### config.mk
export PLATFORM = sky130hd
export DESIGN_NAME = slave_in_port
export DESIGN_NICKNAME = d
export VERILOG_FILES = /design/src/rtl/slave_in_port.sv
export SDC_FILE = /design/constraint.sdc
export NUM_CORES = 1
export LEC_CHECK = 0
export ABC_CLOCK_PERIOD_IN_PS = 3040
export CAP_MARGIN = 30
export CORE_MARGIN = 8
export CORE_UTILIZATION = 59
export CTS_BUF_LIST = sky130_fd_sc_hd__clkbuf_2 sky130_fd_sc_hd__clkbuf_4 sky130_fd_sc_hd__clkbuf_8
export CTS_CLUSTER_DIAMETER = 120
export DETAILED_ROUTE_END_ITERATION = 12
export PLACE_DENSITY = 0.82
export SYNTH_ARGS = -nofsm -noshare
export SYNTH_HDL_FRONTEND = slang
export SYNTH_SLANG_ARGS = --single-unit
### constraint.sdc
create_clock -name clk -period 3.04 [get_ports clk]
set_input_delay 0.76 -clock clk [delete_from_list [all_inputs] [get_ports clk]]
set_output_delay 0.76 -clock clk [all_outputs]
set_load 0.03 [all_outputs]
### src/rtl/slave_in_port.sv
// Slave-side serial bus receiver: claims transactions addressed to SLAVE_ID,
// deserialises header and write data into memory strobes, or issues a read request.
module slave_in_port #(
  parameter int SLAVE_LEN   = 2,
  parameter int ADDR_LEN    = 12,
  parameter int DATA_LEN    = 8,
  parameter int BURST_LEN   = 12,
  parameter int SLAVE_ID    = 0,
  parameter int CMD_TIMEOUT = 10
) (
  input  logic                 clk,
  input  logic                 reset,
  input  logic                 rx_slave_select,
  input  logic                 write_en,
  input  logic                 read_en,
  input  logic                 rx_address,
  input  logic                 rx_burst_number,
  input  logic                 rx_data,
  input  logic                 master_valid,
  output logic                 slave_ready,
  output logic                 mem_wr_en,
  output logic [ADDR_LEN-1:0]  mem_addr,
  output logic [DATA_LEN-1:0]  mem_wdata,
  output logic                 read_req,
  output logic [ADDR_LEN-1:0]  read_addr,
  output logic [BURST_LEN-1:0] read_burst,
  output logic                 write_done,
  output logic                 rx_error
);
  // state     | meaning
  // IDLE      | waiting for a start bit on the select line
  // SELECT    | shifting in the slave ID
  // WAIT_CMD  | claimed, waiting for write_en/read_en (timed out by tmr)
  // RX_HEADER | shifting in address and burst count
  // RX_DATA   | shifting in write words, one memory strobe per word
  // READ_REQ  | one-cycle read request to the read-return path
  typedef enum logic [2:0] {IDLE, SELECT, WAIT_CMD, RX_HEADER, RX_DATA, READ_REQ} state_t;

  localparam int H    = (ADDR_LEN > BURST_LEN) ? ADDR_LEN : BURST_LEN;
  localparam int M1   = (H > DATA_LEN) ? H : DATA_LEN;
  localparam int MAXL = (M1 > SLAVE_LEN) ? M1 : SLAVE_LEN;
  localparam int CW   = $clog2(MAXL + 1);
  localparam int TW   = $clog2(CMD_TIMEOUT + 1);

  localparam logic [CW-1:0]        SEL_LAST   = CW'(SLAVE_LEN - 1);
  localparam logic [CW-1:0]        HDR_LAST   = CW'(H - 1);
  localparam logic [CW-1:0]        DATA_LAST  = CW'(DATA_LEN - 1);
  localparam logic [CW-1:0]        ADDR_BITS  = CW'(ADDR_LEN);
  localparam logic [CW-1:0]        BURST_BITS = CW'(BURST_LEN);
  localparam logic [TW-1:0]        TMO_LOAD   = TW'(CMD_TIMEOUT - 1);
  localparam logic [SLAVE_LEN-1:0] MY_ID      = SLAVE_LEN'(SLAVE_ID);

  state_t               state;
  logic [CW-1:0]        cnt;
  logic [TW-1:0]        tmr;
  logic                 is_write;
  logic [SLAVE_LEN-1:0] id_sr, id_next;
  logic [ADDR_LEN-1:0]  addr_sr, addr_fin, cur_addr;
  logic [BURST_LEN-1:0] burst_sr, burst_fin, words_left;
  logic [DATA_LEN-1:0]  word_sr, word_next;
  logic                 cmd_active;

  // Shift registers fill from the top so the first (LSB) bit ends in bit 0.
  always_comb begin
    id_next    = {rx_slave_select, id_sr[SLAVE_LEN-1:1]};
    word_next  = {rx_data, word_sr[DATA_LEN-1:1]};
    addr_fin   = addr_sr;
    burst_fin  = burst_sr;
    if (cnt < ADDR_BITS)  addr_fin  = {rx_address, addr_sr[ADDR_LEN-1:1]};
    if (cnt < BURST_BITS) burst_fin = {rx_burst_number, burst_sr[BURST_LEN-1:1]};
    cmd_active = is_write ? write_en : read_en;
  end

  always_ff @(posedge clk) begin
    if (reset) begin
      state       <= IDLE;
      cnt         <= '0;
      tmr         <= '0;
      is_write    <= 1'b0;
      id_sr       <= '0;
      addr_sr     <= '0;
      burst_sr    <= '0;
      word_sr     <= '0;
      cur_addr    <= '0;
      words_left  <= '0;
      slave_ready <= 1'b0;
      mem_wr_en   <= 1'b0;
      mem_addr    <= '0;
      mem_wdata   <= '0;
      read_req    <= 1'b0;
      read_addr   <= '0;
      read_burst  <= '0;
      write_done  <= 1'b0;
      rx_error    <= 1'b0;
    end else begin
      mem_wr_en  <= 1'b0;
      read_req   <= 1'b0;
      write_done <= 1'b0;
      rx_error   <= 1'b0;
      case (state)
        IDLE: begin
          cnt <= '0;
          if (rx_slave_select) state <= SELECT;
        end
        SELECT: begin
          id_sr <= id_next;
          if (cnt == SEL_LAST) begin
            cnt <= '0;
            if (id_next == MY_ID) begin
              state       <= WAIT_CMD;
              slave_ready <= 1'b1;
              tmr         <= TMO_LOAD;
            end else begin
              state <= IDLE;
            end
          end else begin
            cnt <= cnt + CW'(1);
          end
        end
        WAIT_CMD: begin
          cnt <= '0;
          if (write_en || read_en) begin
            is_write <= write_en;
            state    <= RX_HEADER;
          end else if (tmr == '0) begin
            rx_error    <= 1'b1;
            slave_ready <= 1'b0;
            state       <= IDLE;
          end else begin
            tmr <= tmr - TW'(1);
          end
        end
        RX_HEADER: begin
          if (!cmd_active) begin
            rx_error    <= 1'b1;
            slave_ready <= 1'b0;
            state       <= IDLE;
          end else begin
            addr_sr  <= addr_fin;
            burst_sr <= burst_fin;
            if (cnt == HDR_LAST) begin
              cnt        <= '0;
              cur_addr   <= addr_fin;
              words_left <= (burst_fin == '0) ? '0 : burst_fin - BURST_LEN'(1);
              if (is_write) begin
                state <= RX_DATA;
              end else begin
                state      <= READ_REQ;
                read_req   <= 1'b1;
                read_addr  <= addr_fin;
                read_burst <= (burst_fin == '0) ? BURST_LEN'(1) : burst_fin;
              end
            end else begin
              cnt <= cnt + CW'(1);
            end
          end
        end
        RX_DATA: begin
          if (!write_en) begin
            rx_error    <= 1'b1;
            slave_ready <= 1'b0;
            state       <= IDLE;
          end else if (master_valid) begin
            word_sr <= word_next;
            if (cnt == DATA_LAST) begin
              cnt       <= '0;
              mem_wr_en <= 1'b1;
              mem_addr  <= cur_addr;
              mem_wdata <= word_next;
              cur_addr  <= cur_addr + ADDR_LEN'(1);
              if (words_left == '0) begin
                write_done  <= 1'b1;
                slave_ready <= 1'b0;
                state       <= IDLE;
              end else begin
                words_left <= words_left - BURST_LEN'(1);
              end
            end else begin
              cnt <= cnt + CW'(1);
            end
          end
        end
        READ_REQ: begin
          slave_ready <= 1'b0;
          state       <= IDLE;
        end
        default: begin
          slave_ready <= 1'b0;
          state       <= IDLE;
        end
      endcase
    end
  end
endmodule

After elaboration in Yosys (flattened, before gate mapping)

Cells that the tools add are included.

Register bits: 119
Bits of input ports: 9
Word-level logic and storage cells: 144

$add $sub $neg: 5
Order comparisons: 1
Equal/unequal tests: 25
Muxes and demuxes: 61
Bitwise operators: 9
Reduce and logical (&&, ||, !) cells: 24

Operators with widths:

| operator                | number |
|---|---|
| $mux W12                | 15 |
| $pmux W12 S2            | 2 |
| $mux W4                 | 10 |
| $mux W3                 | 10 |
| $ne A2 B2 Y1 const B    | 13 |
| $logic_not A12 Y1       | 2 |
| $sub A12 B1 Y12 const B | 2 |
| $mux W1                 | 18 |
| $pmux W4 S4             | 1 |
| $ne A3 B3 Y1 const B    | 5 |
| $pmux W3 S5             | 1 |
| $reduce_and A7 Y1       | 2 |
| $add A12 B1 Y12 const B | 1 |
| $reduce_and A4 Y1       | 3 |
| $not A1 Y1              | 9 |
| $reduce_and A9 Y1       | 1 |
| $pmux W4 S2             | 1 |
| $reduce_or A4 Y1        | 2 |
| $eq A3 B2 Y1 const B    | 2 |
| $reduce_and A6 Y1       | 1 |
| $pmux W1 S5             | 1 |
| $reduce_and A5 Y1       | 1 |
| $reduce_or A5 Y1        | 1 |
| $add A4 B1 Y4 const B   | 1 |
| other kinds (18)        | 20 |

Depth between registers and ports, before layout

Gate-level depths: netlist of run 1.

Depth after elaboration: 7
Mapped depth: 10
Depth with buffers taken out: 8

Least setup slack after synthesis of run 1

OpenSTA, ideal clock, no wires.

Path kind: input port to flip-flop
From: in write_en
To: reg addr_sr[10]
Setup time: 0.128 ns
Arrival: 2.101 ns
Data required time: 2.912 ns
Slack: 0.812 ns
Stages on the path: 8
Path buffers: 3
Path through: clkbuf_1 > nand2_1 > a21oi_1 > and2_1 > buf_2 > buf_2 > mux2i_1 > nor2_1

Cells in the longest elaborated chain, start to end: 2

Ends and longest elaborated chain:

| what                               | RTL line | text |
|---|---|---|
| from (decl)                        | 14       | `input logic write_en,` |
| $mux W1                            | 71       | `cmd_active = is_write ? write_en : read_en;` |
| $reduce_and A2 Y1 (no source line) | --       |  |
| to (signal assigned)               | 139      | `addr_sr <= addr_fin;` |
| to (decl)                          | 58       | `logic [ADDR_LEN-1:0] addr_sr, addr_fin, cur_addr;` |

Every way passes these cells.
A chain may end at the register's enable or synchronous reset.

Worst setup path after layout of run 1

From: in master_valid
To: reg words_left[6]

Cells in the longest elaborated chain, start to end: 2

Ends and longest elaborated chain:

| what                               | RTL line | text |
|---|---|---|
| from (decl)                        | 19       | `input logic master_valid,` |
| $ne A2 B2 Y1 (no source line)      | --       |  |
| $reduce_and A7 Y1 (no source line) | --       |  |
| to (signal assigned)               | 144      | `words_left <= (burst_fin == '0) ? '0 : burst_fin - BURST_LEN'(1);` |
| to (signal assigned)               | 176      | `words_left <= words_left - BURST_LEN'(1);` |
| to (decl)                          | 59       | `logic [BURST_LEN-1:0] burst_sr, burst_fin, words_left;` |

Every way passes these cells.

==> results by stage, run 1 <==
Status:
- The flow ran to the end, and the final reports show no timing, DRC or antenna violations.

Critical path:
- The data required time at the worst endpoint is 3410 ps.
- The kind of cell adding the most delay to the critical path is compound AO/OA/AOI/OAI gates.
- Traced cell by cell, the critical path runs through clkdlybuf4s50_1 -> nand4bb_1 -> a311o_1 -> a211oi_4 -> nand2_1 -> a21oi_1 -> a31o_2.
- On the critical path, the stage with the largest delay is an instance of sky130_fd_sc_hd__clkdlybuf4s50_1.
- The biggest fanout along the worst timing path is 10.
- Counting both buffers and inverters, the worst setup path holds a total of 1.
- The first element of the critical path is master_valid.
- The kind of critical path is input pin to flop.
- STA classifies the critical path endpoint as a flop.
- Data arrives at the worst endpoint at 2910 ps.
- For this run, the slowest stage of the critical path takes 520 ps.
- The launch point of the worst reg-to-reg path is cnt[1].
- The nature of the critical path startpoint is an input pin.

GRT:
- After global routing the overflow that remains totals 0.
- Across every metal layer, demand over resource in global routing totals 0.222.
- The number of global-route vias before repair is 5096.
- The number of antenna violations at the first check in global routing is 0.
- The pin count of the biggest net entering global routing is 48.
- The first-pass GRT wire length is 24.1 mm.

Synthesis:
- During synthesis, Yosys emitted a total of 0 warnings.
- The share of synthesized area in the top cell type comes to 0.406.
- After synthesis, the cell types taking the most area are sky130_fd_sc_hd__dfxtp_1, sky130_fd_sc_hd__mux2i_1, sky130_fd_sc_hd__nor2_1.
- The area fraction in compound gates after synthesis is 0.211.
- Yosys mapped a number of flops with a built-in enable equal to 0.
- The cell taking the most area after synthesis is sky130_fd_sc_hd__dfxtp_1.
- The area of the mapped netlist is 0.00577 mm^2.
- The most used flip-flop cell after synthesis is sky130_fd_sc_hd__dfxtp_1.
- The post-synth net total is 743.
- The simple-gate share of the synthesized area is 0.239.
- The xor and xnor area share after synthesis is 0.00456.
- The dominant combinational cell family by area after synthesis is simple AND/OR/NAND/NOR gates.
- The mux cell area share after synthesis is 0.0714.
- The share of the Yosys chip area taken by registers is 0.406.
- Counting flops with an async set or reset pin after synthesis yields a share of 0.
- The area share of fa/ha/maj cells after synthesis is 0.0174.
- Counting every instance in the synthesized netlist gives 726.
- The number of synthesized register bits is 117.
- Synthesis instantiated 67 different standard cells from the library.
- A synthesized cell averages 7.94 um^2.

Detailed routing:
- The routed wire length is 14.3 mm.
- The via count is 5460.
- The via-per-instance ratio is 6.00.
- The detail route stage leaves a number of antenna-violating nets equal to 0.
- The iteration count of the initial detailed-routing pass is 5.
- The number of DRC markers in iteration 0 is 394.
- The detail-routed net length per standard cell is 15.7 um.
- After detailed routing, the number of remaining DRC violations is 0.

Placement:
- OpenSTA, run right after detailed placement, puts the worst setup slack at 144 ps.
- The global placement routability congestion is 0.845.
- The count of buffers added on input and output ports is 57.
- The post-place instance area is 0.00641 mm^2.
- The estimated wirelength of the detail-placed design is 9.80 mm.
- Once placement completed, the tool counted placed cells totaling 878.

STA:
- The smallest setup slack after layout is 502 ps.
- Setup repair after global routing left no endpoint under its margin.
- The setup clock skew after layout is 8.93 ps.
- The total negative setup slack is 0 ps.
- The clock period minus final worst setup slack is 2540 ps.
- The tightest slew margin relative to the limit is 0.482.
- For the pin with the worst max-slew slack, the measured transition is 777 ps.
- The final count of hold timing violations was 0.
- The achievable frequency is 394 MHz.
- The final number of setup-violating endpoints is 0.
- The number of slew-limit violations in the final report is 0.
- Of the available clock period, the critical path in the final layout requires 0.835.
- The worst slack on hold paths is 456 ps.

Pwr:
- The total power is 3.34 mW.
- The total power divided by cell area is 486 mW/mm^2.
- The leakage power is 2.43 nW.
- The peak supply drop is 0.308 mV.

Clocking:
- CTS built an H-tree with a depth of 4.
- After clock tree synthesis, the repair step resized 0 gates.
- The register clock-pin slew on the reported worst setup and hold paths is 70 ps.
- Counting along the longest clock path gives a buffer depth of 2.
- The number of post-CTS setup repair buffers is 0.
- Clock latency on the worst-skew pair, taken at its later pin, is 430 ps.
- Counting the buffers created by CTS gives 17.
- Buffers inserted to repair hold after CTS numbered 0.
- For this design, the sink count on the clock tree is 117.
- The CTS root buffer is sky130_fd_sc_hd__clkbuf_8.
- TritonCTS built the clock tree.

Floorplanning:
- In this run the vertical extent of the chip is 115 um.
- The effective utilization at floorplan is 0.598.
- The width of the chip is 115 um.
- After floorplanning, the core was sized to cover 0.00964 mm^2.
- The number of rows created at floorplan is 36.
- The count of boundary I/O pins is 58.
- The area of the die is 0.0132 mm^2.

Finish:
- Of the cells placed in the final design, the portion with a size suffix greater than 1 is 0.0837.
- For this run, the share of the core covered by cells in the final layout is 0.712.
- The final non-filler cell total is 910.
- The area added between synthesis and finish is 18.9%.
- After routing the design area is 0.00686 mm^2.
- In the final design database the tool counted 781 nets.
- The number of fillers in the final layout is 769.
- The library cells used most frequently in the layout, excluding fill and tap cells, are sky130_fd_sc_hd__dfxtp_1, sky130_fd_sc_hd__nor2_1, sky130_fd_sc_hd__nand2_1.
- The diode insertion count for antenna repair is 0.
- Leaving out fill and tap cells, the most frequent cell in the layout is sky130_fd_sc_hd__dfxtp_1.

Hold path:
- The source of the worst hold timing path is mem_wdata[7].
- The classification of the worst-slack hold path is flop to flop.

Job:
- Max-cap violations in this run came to 0.
registers in the layout, summed over array words and instances, names as in the netlist, 3 cells and up:
register    count
state           3
word_sr         7
addr_sr        12
mem_addr       12
cnt             4
read_addr      12
read_burst     12
burst_sr       12
mem_wdata       8
cur_addr       12
tmr             4
words_left     12
per-layer routing:
metal  GRT usage  wire length, um
met5           0                0
met4      0.0884              363
met3      0.0530              836
met2       0.387             7140
met1       0.256             5930
power breakdown:
group | switching (mW) | internal, mW
clock network | 0.658 | 0.922
registers | 0.0189 | 1.54
logic | 0.118 | 0.0747
cells in the mapped netlist, types with 3 or more instances:
cell type,number
sky130_fd_sc_hd__a211oi_1,35
sky130_fd_sc_hd__a21oi_1,73
sky130_fd_sc_hd__a22oi_1,4
sky130_fd_sc_hd__a311oi_1,4
sky130_fd_sc_hd__and2_1,4
sky130_fd_sc_hd__and3_1,4
sky130_fd_sc_hd__buf_1,4
sky130_fd_sc_hd__buf_2,14
sky130_fd_sc_hd__clkbuf_1,33
sky130_fd_sc_hd__dfxtp_1,117
sky130_fd_sc_hd__ha_1,8
sky130_fd_sc_hd__inv_1,14
sky130_fd_sc_hd__mux2i_1,40
sky130_fd_sc_hd__nand2_1,82
sky130_fd_sc_hd__nand2b_1,6
sky130_fd_sc_hd__nand3_1,23
sky130_fd_sc_hd__nand3b_1,6
sky130_fd_sc_hd__nand4_1,4
sky130_fd_sc_hd__nor2_1,103
sky130_fd_sc_hd__nor2b_1,4
sky130_fd_sc_hd__nor3_1,26
sky130_fd_sc_hd__nor4_1,10
sky130_fd_sc_hd__o211ai_1,3
sky130_fd_sc_hd__o21ai_0,32
sky130_fd_sc_hd__o21ai_1,3
sky130_fd_sc_hd__o22ai_1,5
sky130_fd_sc_hd__o32ai_1,3
sky130_fd_sc_hd__or3_1,6
sky130_fd_sc_hd__or3b_2,3
sky130_fd_sc_hd__or4_1,3
worst paths after layout:
| check | endpoint | slack [ps] | cells after the start |
|---|---|---|---|
| max | words_left[6] | 500 | 7 |
| max reg2reg | words_left[6] | 590 | 7 |
| min reg2reg | mem_wdata[7] | 460 | 2 |
| min | mem_wdata[7] | 460 | 2 |
cell type report:
cell class,instances,area (um^2),area share
clock buffer,18,248,0.0361
clock inverter,14,203,0.0295
inverter,14,52.6,0.00766
multi-input combinational,540,3140,0.458
sequential,117,2340,0.341
tap,133,166,0.0243
timing repair buffer,74,708,0.103
worst register-to-register path, stage by stage, from the launching register on:
cell and delay, ps:
sky130_fd_sc_hd__dfxtp_1 400, sky130_fd_sc_hd__ha_1 310, sky130_fd_sc_hd__nand3b_1 170, sky130_fd_sc_hd__a311o_1 400
sky130_fd_sc_hd__a211oi_4 490, sky130_fd_sc_hd__nand2_1 310, sky130_fd_sc_hd__a21oi_1 200, sky130_fd_sc_hd__a31o_2 110
cells by family after synthesis:
group           Yosys count
simple gates            296
compound gates          192
flops                   117
buf+inv                  69
mux                      41
fa+ha+maj                 8
xor+xnor                  3
Note: power is estimated with default switching activity, not from simulation.
==> inputs of run 2 (changes only) <==
==> config.mk (replaced) <==
export PLATFORM = sky130hd
export DESIGN_NAME = slave_in_port
export DESIGN_NICKNAME = d
export VERILOG_FILES = /design/src/rtl/slave_in_port.sv
export SDC_FILE = /design/constraint.sdc
export NUM_CORES = 1
export LEC_CHECK = 0
export ABC_CLOCK_PERIOD_IN_PS = 2200
export CAP_MARGIN = 30
export CORE_MARGIN = 8
export CORE_UTILIZATION = 53
export CTS_BUF_LIST = sky130_fd_sc_hd__clkbuf_2 sky130_fd_sc_hd__clkbuf_4 sky130_fd_sc_hd__clkbuf_8
export CTS_CLUSTER_DIAMETER = 120
export DETAILED_ROUTE_END_ITERATION = 12
export PLACE_DENSITY = 0.78
export SYNTH_ARGS = -nofsm -noshare
export SYNTH_HDL_FRONTEND = slang
export SYNTH_SLANG_ARGS = --single-unit
==> constraint.sdc (replaced) <==
create_clock -name clk -period 2.2 [get_ports clk]
set_input_delay 0.55 -clock clk [delete_from_list [all_inputs] [get_ports clk]]
set_output_delay 0.55 -clock clk [all_outputs]
set_load 0.03 [all_outputs]
==> run 2 against run 1 <==
Effect of this change:
- utilization fell by 3.5 points
- clock-buffer cell count rose by 2
- design area rose by 6.0%
- flip-flop and latch count did not move
- first-iteration DRC count rose by 9.6%
- sequential share of layout area fell by 1.9 points
- clock power rose by 17%
- sequential power rose by 39%
- hold slack got worse by 16 ps
- wire length rose by 7.6%
- non-clock buffer count rose by 51
- critical path type is now flop to flop
- largest cell class unchanged
==> results by stage, run 2 (same netlist as run 1, synthesis figures left out) <==
Clocking:
- The register clock-pin slew on the reported worst setup and hold paths is 70 ps.
- The tree built by TritonCTS fans out to 117 sinks.
- The number of post-CTS setup repair buffers is 0.
- The clock tree from TritonCTS is built.
- The CTS root buffer is sky130_fd_sc_hd__clkbuf_8.
- TritonCTS created 17 clock buffers.
- The clock latency at the later pin of the worst-skew pair is 450 ps.
- The deepest level of the CTS H-tree is 4.
- The clock passes through at most 2 buffers.

STA:
- The actual slew at the worst max-slew pin is 459 ps.
- Headroom to the max-slew limit came out at 0.691.
- The share of the clock period used by the worst path after layout is 0.949.
- The smallest setup slack after layout is 113 ps.
- Hold timing on the final database bottoms out at a slack of 440 ps.
- The final count of hold timing violations came to 0.
- The number of slew-limit violations in the final report came to 0.
- The achievable frequency is 479 MHz.
- The total negative setup slack is 0 ps.
- The clock period minus final worst setup slack is 2090 ps.
- The final number of setup-violating endpoints is 0.
- Setup repair after global routing left no endpoint under its margin.
- Between clock sinks in the finished design, the worst skew comes to 9.28 ps.

Status:
- The flow ran to the end, and the final reports show no timing, DRC or antenna violations.

Finish:
- The diode insertion count for antenna repair is 0.
- The library cell used most frequently in the layout, excluding fill and tap cells, is sky130_fd_sc_hd__dfxtp_1.
- Relative to the synthesized area, the layout overhead comes to 26.0%.
- The final non-filler cell total is 968.
- The net count reported at finish is 832.
- The final non-filler cell area is 0.00727 mm^2.
- In the layout the commonest cells are sky130_fd_sc_hd__dfxtp_1, sky130_fd_sc_hd__nor2_1, sky130_fd_sc_hd__nand2_1.
- For this run, the share of the core covered by cells in the final layout is 0.677.
- The fraction of final layout cells with drive strength greater than 1 is 0.149.

GRT:
- The global router's overall resource usage is 0.215.
- The first-pass GRT wire length is 25.6 mm.
- The number of antenna violations at the first check in global routing was 0.
- The pin count of the biggest net entering global routing is 73.
- The number of global-route vias before repair is 5416.
- The aggregate global routing overflow is 0.

Placement:
- Including well taps, the total number of placed cells is 936.
- The number of buffers inserted by port buffering is 57.
- The placed instances occupy a cell area of 0.00685 mm^2.
- The estimated wirelength of the detail-placed design is 11.0 mm.
- The pre-CTS setup slack is -306 ps.
- Routability-driven placement finished with a final weighted congestion of 0.891.

Floorplanning:
- The floorplan step set the die width to 120 um.
- The area of the placeable core is 0.0107 mm^2.
- For this configuration, the core starts out at a cell density of 0.537.
- The die extent in y is 120 um.
- The count of boundary I/O pins is 58.
- The floorplan step defined a die boundary enclosing 0.0145 mm^2.
- The number of rows created at floorplan is 38.

Detailed routing:
- After detailed routing, the average wire length per cell comes to 15.9 um.
- Wires add up to 15.4 mm.
- The count of nets left with antenna violations once routing finished came out at 0.
- The number of DRC markers in iteration 0 is 432.
- The first TritonRoute pass finished after 5 iterations.
- In the routed design, unresolved DRC markers number 0.
- The final route contains 5614 vias.
- The via-per-instance ratio is 5.80.

Critical path:
- Of all nets on the critical path, the largest fanout is 10.
- Counting cells, the worst reg-to-reg path comes to 8.
- Data on the critical path is required at its endpoint by 2520 ps.
- By startpoint and endpoint, the worst setup path is classified as flop to flop.
- The worst setup path is launched from a flop.
- For the worst setup path, the data arrival time is 2410 ps.
- The critical path endpoint category is a flop.

Hold path:
- In this run the worst hold path is classified as input pin to flop.
- The number of instances on the worst hold path is 2.

Pwr:
- The peak supply drop is 0.532 mV.
- For this design the static power due to leakage is 2.69 nW.
- The total power is 4.33 mW.
- For this design the ratio of total power to cell area is 596 mW/mm^2.

Job:
- Max-cap violations in this run came to 0.
==> run 2: changes by cell type in the layout (fill, tap and decap cells not counted), moves of 3 or more <==
cell	delta
sky130_fd_sc_hd__dfxtp_2	+3
sky130_fd_sc_hd__dfxtp_1	-3
sky130_fd_sc_hd__clkinv_2	+5
sky130_fd_sc_hd__bufinv_16	-3
sky130_fd_sc_hd__clkinv_4	-4
sky130_fd_sc_hd__buf_4	+46
sky130_fd_sc_hd__buf_12	+4
==> run 2: cell type report <==
type,instances,area (um^2)
Inverter,14,52.6
Clock inverter,12,104
Clock buffer,20,269
Fill cell,917,3480
Tap cell,140,175
Multi-Input combinational cell,540,3180
Sequential cell,117,2350
Timing Repair Buffer,125,1140
==> run 2: per-layer routing <==
| metal | wire length (um) | global-route usage |
|---|---|---|
| met1 | 6670 | 0.260 |
| met4 | 257 | 0.0843 |
| met5 | 0 | 0 |
| met3 | 688 | 0.0485 |
| met2 | 7740 | 0.364 |
==> run 2: where the power goes <==
group	leakage [nW]	switching, mW	total (mW)	internal (mW)
logic	1.55	0.172	0.310	0.138
clock network	0.189	0.893	1.85	0.960
registers	0.944	0.0316	2.17	2.14
total	2.69	1.10	4.33	3.23
==> run 2: final timing paths <==
kind / slack (ps) / startpoint / end
worst max-delay path: 110 / state[1] / words_left[0]
worst min-delay path: 440 / reset / burst_sr[10]
worst max register to register: 110 / state[1] / words_left[0]
worst min register to register: 460 / mem_wdata[2] / mem_wdata[2]
==> run 2: worst max-delay path, stage by stage, from the launching register on <==
cell and delay [ps]:
sky130_fd_sc_hd__dfxtp_1 500, sky130_fd_sc_hd__nand3b_1 280, sky130_fd_sc_hd__nand2b_1 350, sky130_fd_sc_hd__a211oi_4 260
sky130_fd_sc_hd__buf_6 150, sky130_fd_sc_hd__buf_4 170, sky130_fd_sc_hd__nor2_1 50, sky130_fd_sc_hd__a21oi_1 120
sky130_fd_sc_hd__a21oi_1 90
==> run 2: timing repair <==
item | 4_1_cts | 5_1_grt
endpoints found under the setup margin | 18 | 14
hold buffers | 0 | 0
gates resized for setup | 2 | 9
==> inputs of run 3 (changes only) <==
--- a/config.mk
+++ b/config.mk
@@ -11,7 +11,9 @@
 export CORE_UTILIZATION = 53
 export CTS_BUF_LIST = sky130_fd_sc_hd__clkbuf_2 sky130_fd_sc_hd__clkbuf_4 sky130_fd_sc_hd__clkbuf_8
 export CTS_CLUSTER_DIAMETER = 120
+export CTS_CLUSTER_SIZE = 8
 export DETAILED_ROUTE_END_ITERATION = 12
+export MAX_ROUTING_LAYER = met4
 export PLACE_DENSITY = 0.78
 export SYNTH_ARGS = -nofsm -noshare
 export SYNTH_HDL_FRONTEND = slang
==> run 3 against run 2 <==
Effect of this change:
- flip-flop and latch count unchanged
- critical endpoint is now words_left[1]
- critical path type unchanged
- critical path depth increased by 1
- clock skew decreased by 3.1 ps
==> results by stage, run 3 (same netlist as run 1, synthesis figures left out) <==
Status:
- The run finished with clean final reports.

STA:
- Setup violations remaining at the end of the flow were counted as 0.
- Dividing the final minimum period by the clock period gives 0.947.
- The achievable frequency is 480 MHz.
- The final count of hold timing violations is 0.
- The setup clock skew after layout is 6.15 ps.
- After layout, the minimum clock period comes to 2080 ps.
- The actual slew at the worst max-slew pin is 484 ps.
- The total negative setup slack is 0 ps.
- The number of slew-limit violations in the final report came to 0.
- The tightest slew margin relative to the limit is 0.675.
- Hold is met by 446 ps.

Job:
- The tool flagged a number of max-cap violations equal to 0.

Critical path:
- Of all nets on the critical path, the largest fanout is 10.
- STA classifies the critical path startpoint as a flop.
- STA puts the critical path data required time at 2550 ps.
- The critical path is of the flop to flop type.
- For the worst setup path, the data arrival time is 2430 ps.
- The critical path endpoint category is a flop.

Detailed routing:
- The routed wire length is 15.6 mm.
- The detail-routed net length per standard cell is 16.1 um.
- In this run the remaining antenna-violating nets after routing total 0.
- The iteration count of the initial detailed-routing pass is 5.
- The via count is 5646.
- The detailed router finished its first iteration with 468 violations.
- The via-per-instance ratio is 5.84.
- The DRC violations left is 0.

GRT:
- The number of antenna violations at the first check in global routing is 0.
- The number of global-route vias before repair was 5408.
- The aggregate global routing overflow is 0.
- In the global route stage, overall resource usage came out at 0.224.
- Entering global routing, the biggest net connects 68 pins.
- The first global-routing pass estimated 25.8 mm of wire.

Clocking:
- Post-CTS timing repair inserted 0 buffers for setup.
- The register clock-pin slew on the reported worst setup and hold paths is 70 ps.
- The maximum clock path buffer count is 2.
- TritonCTS built the clock tree.
- The deepest level of the CTS H-tree is 4.
- The number of sinks driven by the clock tree is 117.
- Hold repair after CTS inserted 0 buffers.
- The root buffer cell chosen for the clock tree is sky130_fd_sc_hd__clkbuf_8.
- For the worst-skew pair, the clock arrives at the later sink with an insertion delay of 440 ps.
- The number of CTS-inserted buffers is 17.

Placement:
- Counting tap cells, the placed design contains a total of 936 instances.
- The estimated wirelength of the detail-placed design is 11.1 mm.
- At the end of routability-driven placement, the weighted congestion stood at 0.874.
- The number of buffers inserted by port buffering is 57.

Hold path:
- The classification of the worst-slack hold path is input pin to flop.

Floorplanning:
- After floorplanning, the core was divided into 38 placement rows.
- The effective utilization at floorplan is 0.537.
- The width of the chip is 120 um.
- The die extent in y is 120 um.
- 58 I/O pins were placed.
- The area of the die is 0.0145 mm^2.
- The area of the placeable core is 0.0107 mm^2.

Finish:
- Leaving out fill and tap cells, the most frequent cells in the layout are sky130_fd_sc_hd__dfxtp_1, sky130_fd_sc_hd__nor2_1, sky130_fd_sc_hd__nand2_1.
- The library cell used most frequently in the layout, excluding fill and tap cells, is sky130_fd_sc_hd__dfxtp_1.
- The fraction of final layout cells with drive strength greater than 1 is 0.144.
- The area added between synthesis and finish is 25.3%.
- The net count reported at finish is 832.
- The final non-filler cell total is 967.
- The number of antenna diodes in the final layout is 0.
- The post-route core utilization is 0.672.

Pwr:
- Across the VDD grid, the largest voltage drop is 0.577 mV.
- Dividing total power by cell area gives a power density of 592 mW/mm^2.
- The leakage power is 2.68 nW.
[run 3: changes by cell type in the layout (fill, tap and decap cells not counted), moves of 2 or more]
| cell | previous run | this run |
|---|---|---|
| sky130_fd_sc_hd__a21oi_2 | 0 | 2 |
| sky130_fd_sc_hd__clkinvlp_4 | 3 | 5 |
| sky130_fd_sc_hd__dfxtp_1 | 114 | 116 |
| sky130_fd_sc_hd__dfxtp_2 | 3 | 1 |
[run 3: layout make-up]
type / instances / area, um^2
multi-input combinational: 540 / 3150
sequential: 117 / 2340
timing repair buffer: 125 / 1140
tap: 140 / 175
clock inverter: 13 / 110
fill: 889 / 3520
clock buffer: 18 / 248
inverter: 14 / 52.6
[run 3: power breakdown]
part | leakage, nW | internal [mW] | switching, mW | total, mW
Clock | 0.172 | 0.905 | 0.907 | 1.81
Combinational | 1.56 | 0.132 | 0.178 | 0.311
Sequential | 0.943 | 2.13 | 0.0175 | 2.15
[run 3: routing by layer]
| layer | wire length, um | track usage |
|---|---|---|
| met5 | 0 | - |
| met4 | 376 | 0.0937 |
| met3 | 744 | 0.0462 |
| met2 | 7600 | 0.361 |
| met1 | 6900 | 0.268 |
[run 3: metrics by stage]
stage	area (um^2)	power [mW]	setup WS, ps
after floorplan	5770	2.40	182
after global placement	6850	2.50	-290
after CTS	7200	4.31	97.4
after detailed placement	6850	2.51	-266
after global routing	7230	4.45	-8.44
final	7230	4.27	117
[run 3: timing repair]
item                                    in CTS  in global routing
hold endpoints to repair                     0                  0
endpoints found under the setup margin       0                  9
gates resized for setup                      0                  6
[run 3: path summary, 6_finish.rpt]
check	start	end	slack, ps	depth (start not counted)
setup / recovery	words_left[0]	words_left[1]	120	9
hold / removal	reset	burst_sr[5]	450	2
setup reg to reg	words_left[0]	words_left[1]	120	9
hold reg to reg	mem_wdata[7]	mem_wdata[7]	460	2
[run 3: critical path, cell delays in order (launching register included)]
cell and delay [ps]:
sky130_fd_sc_hd__dfxtp_1 340, sky130_fd_sc_hd__inv_1 60, sky130_fd_sc_hd__ha_1 200, sky130_fd_sc_hd__nor4b_2 160, sky130_fd_sc_hd__a311o_1 390, sky130_fd_sc_hd__a211oi_4 250, sky130_fd_sc_hd__buf_6 150, sky130_fd_sc_hd__buf_4 170
sky130_fd_sc_hd__nor2_1 50, sky130_fd_sc_hd__a211oi_1 220
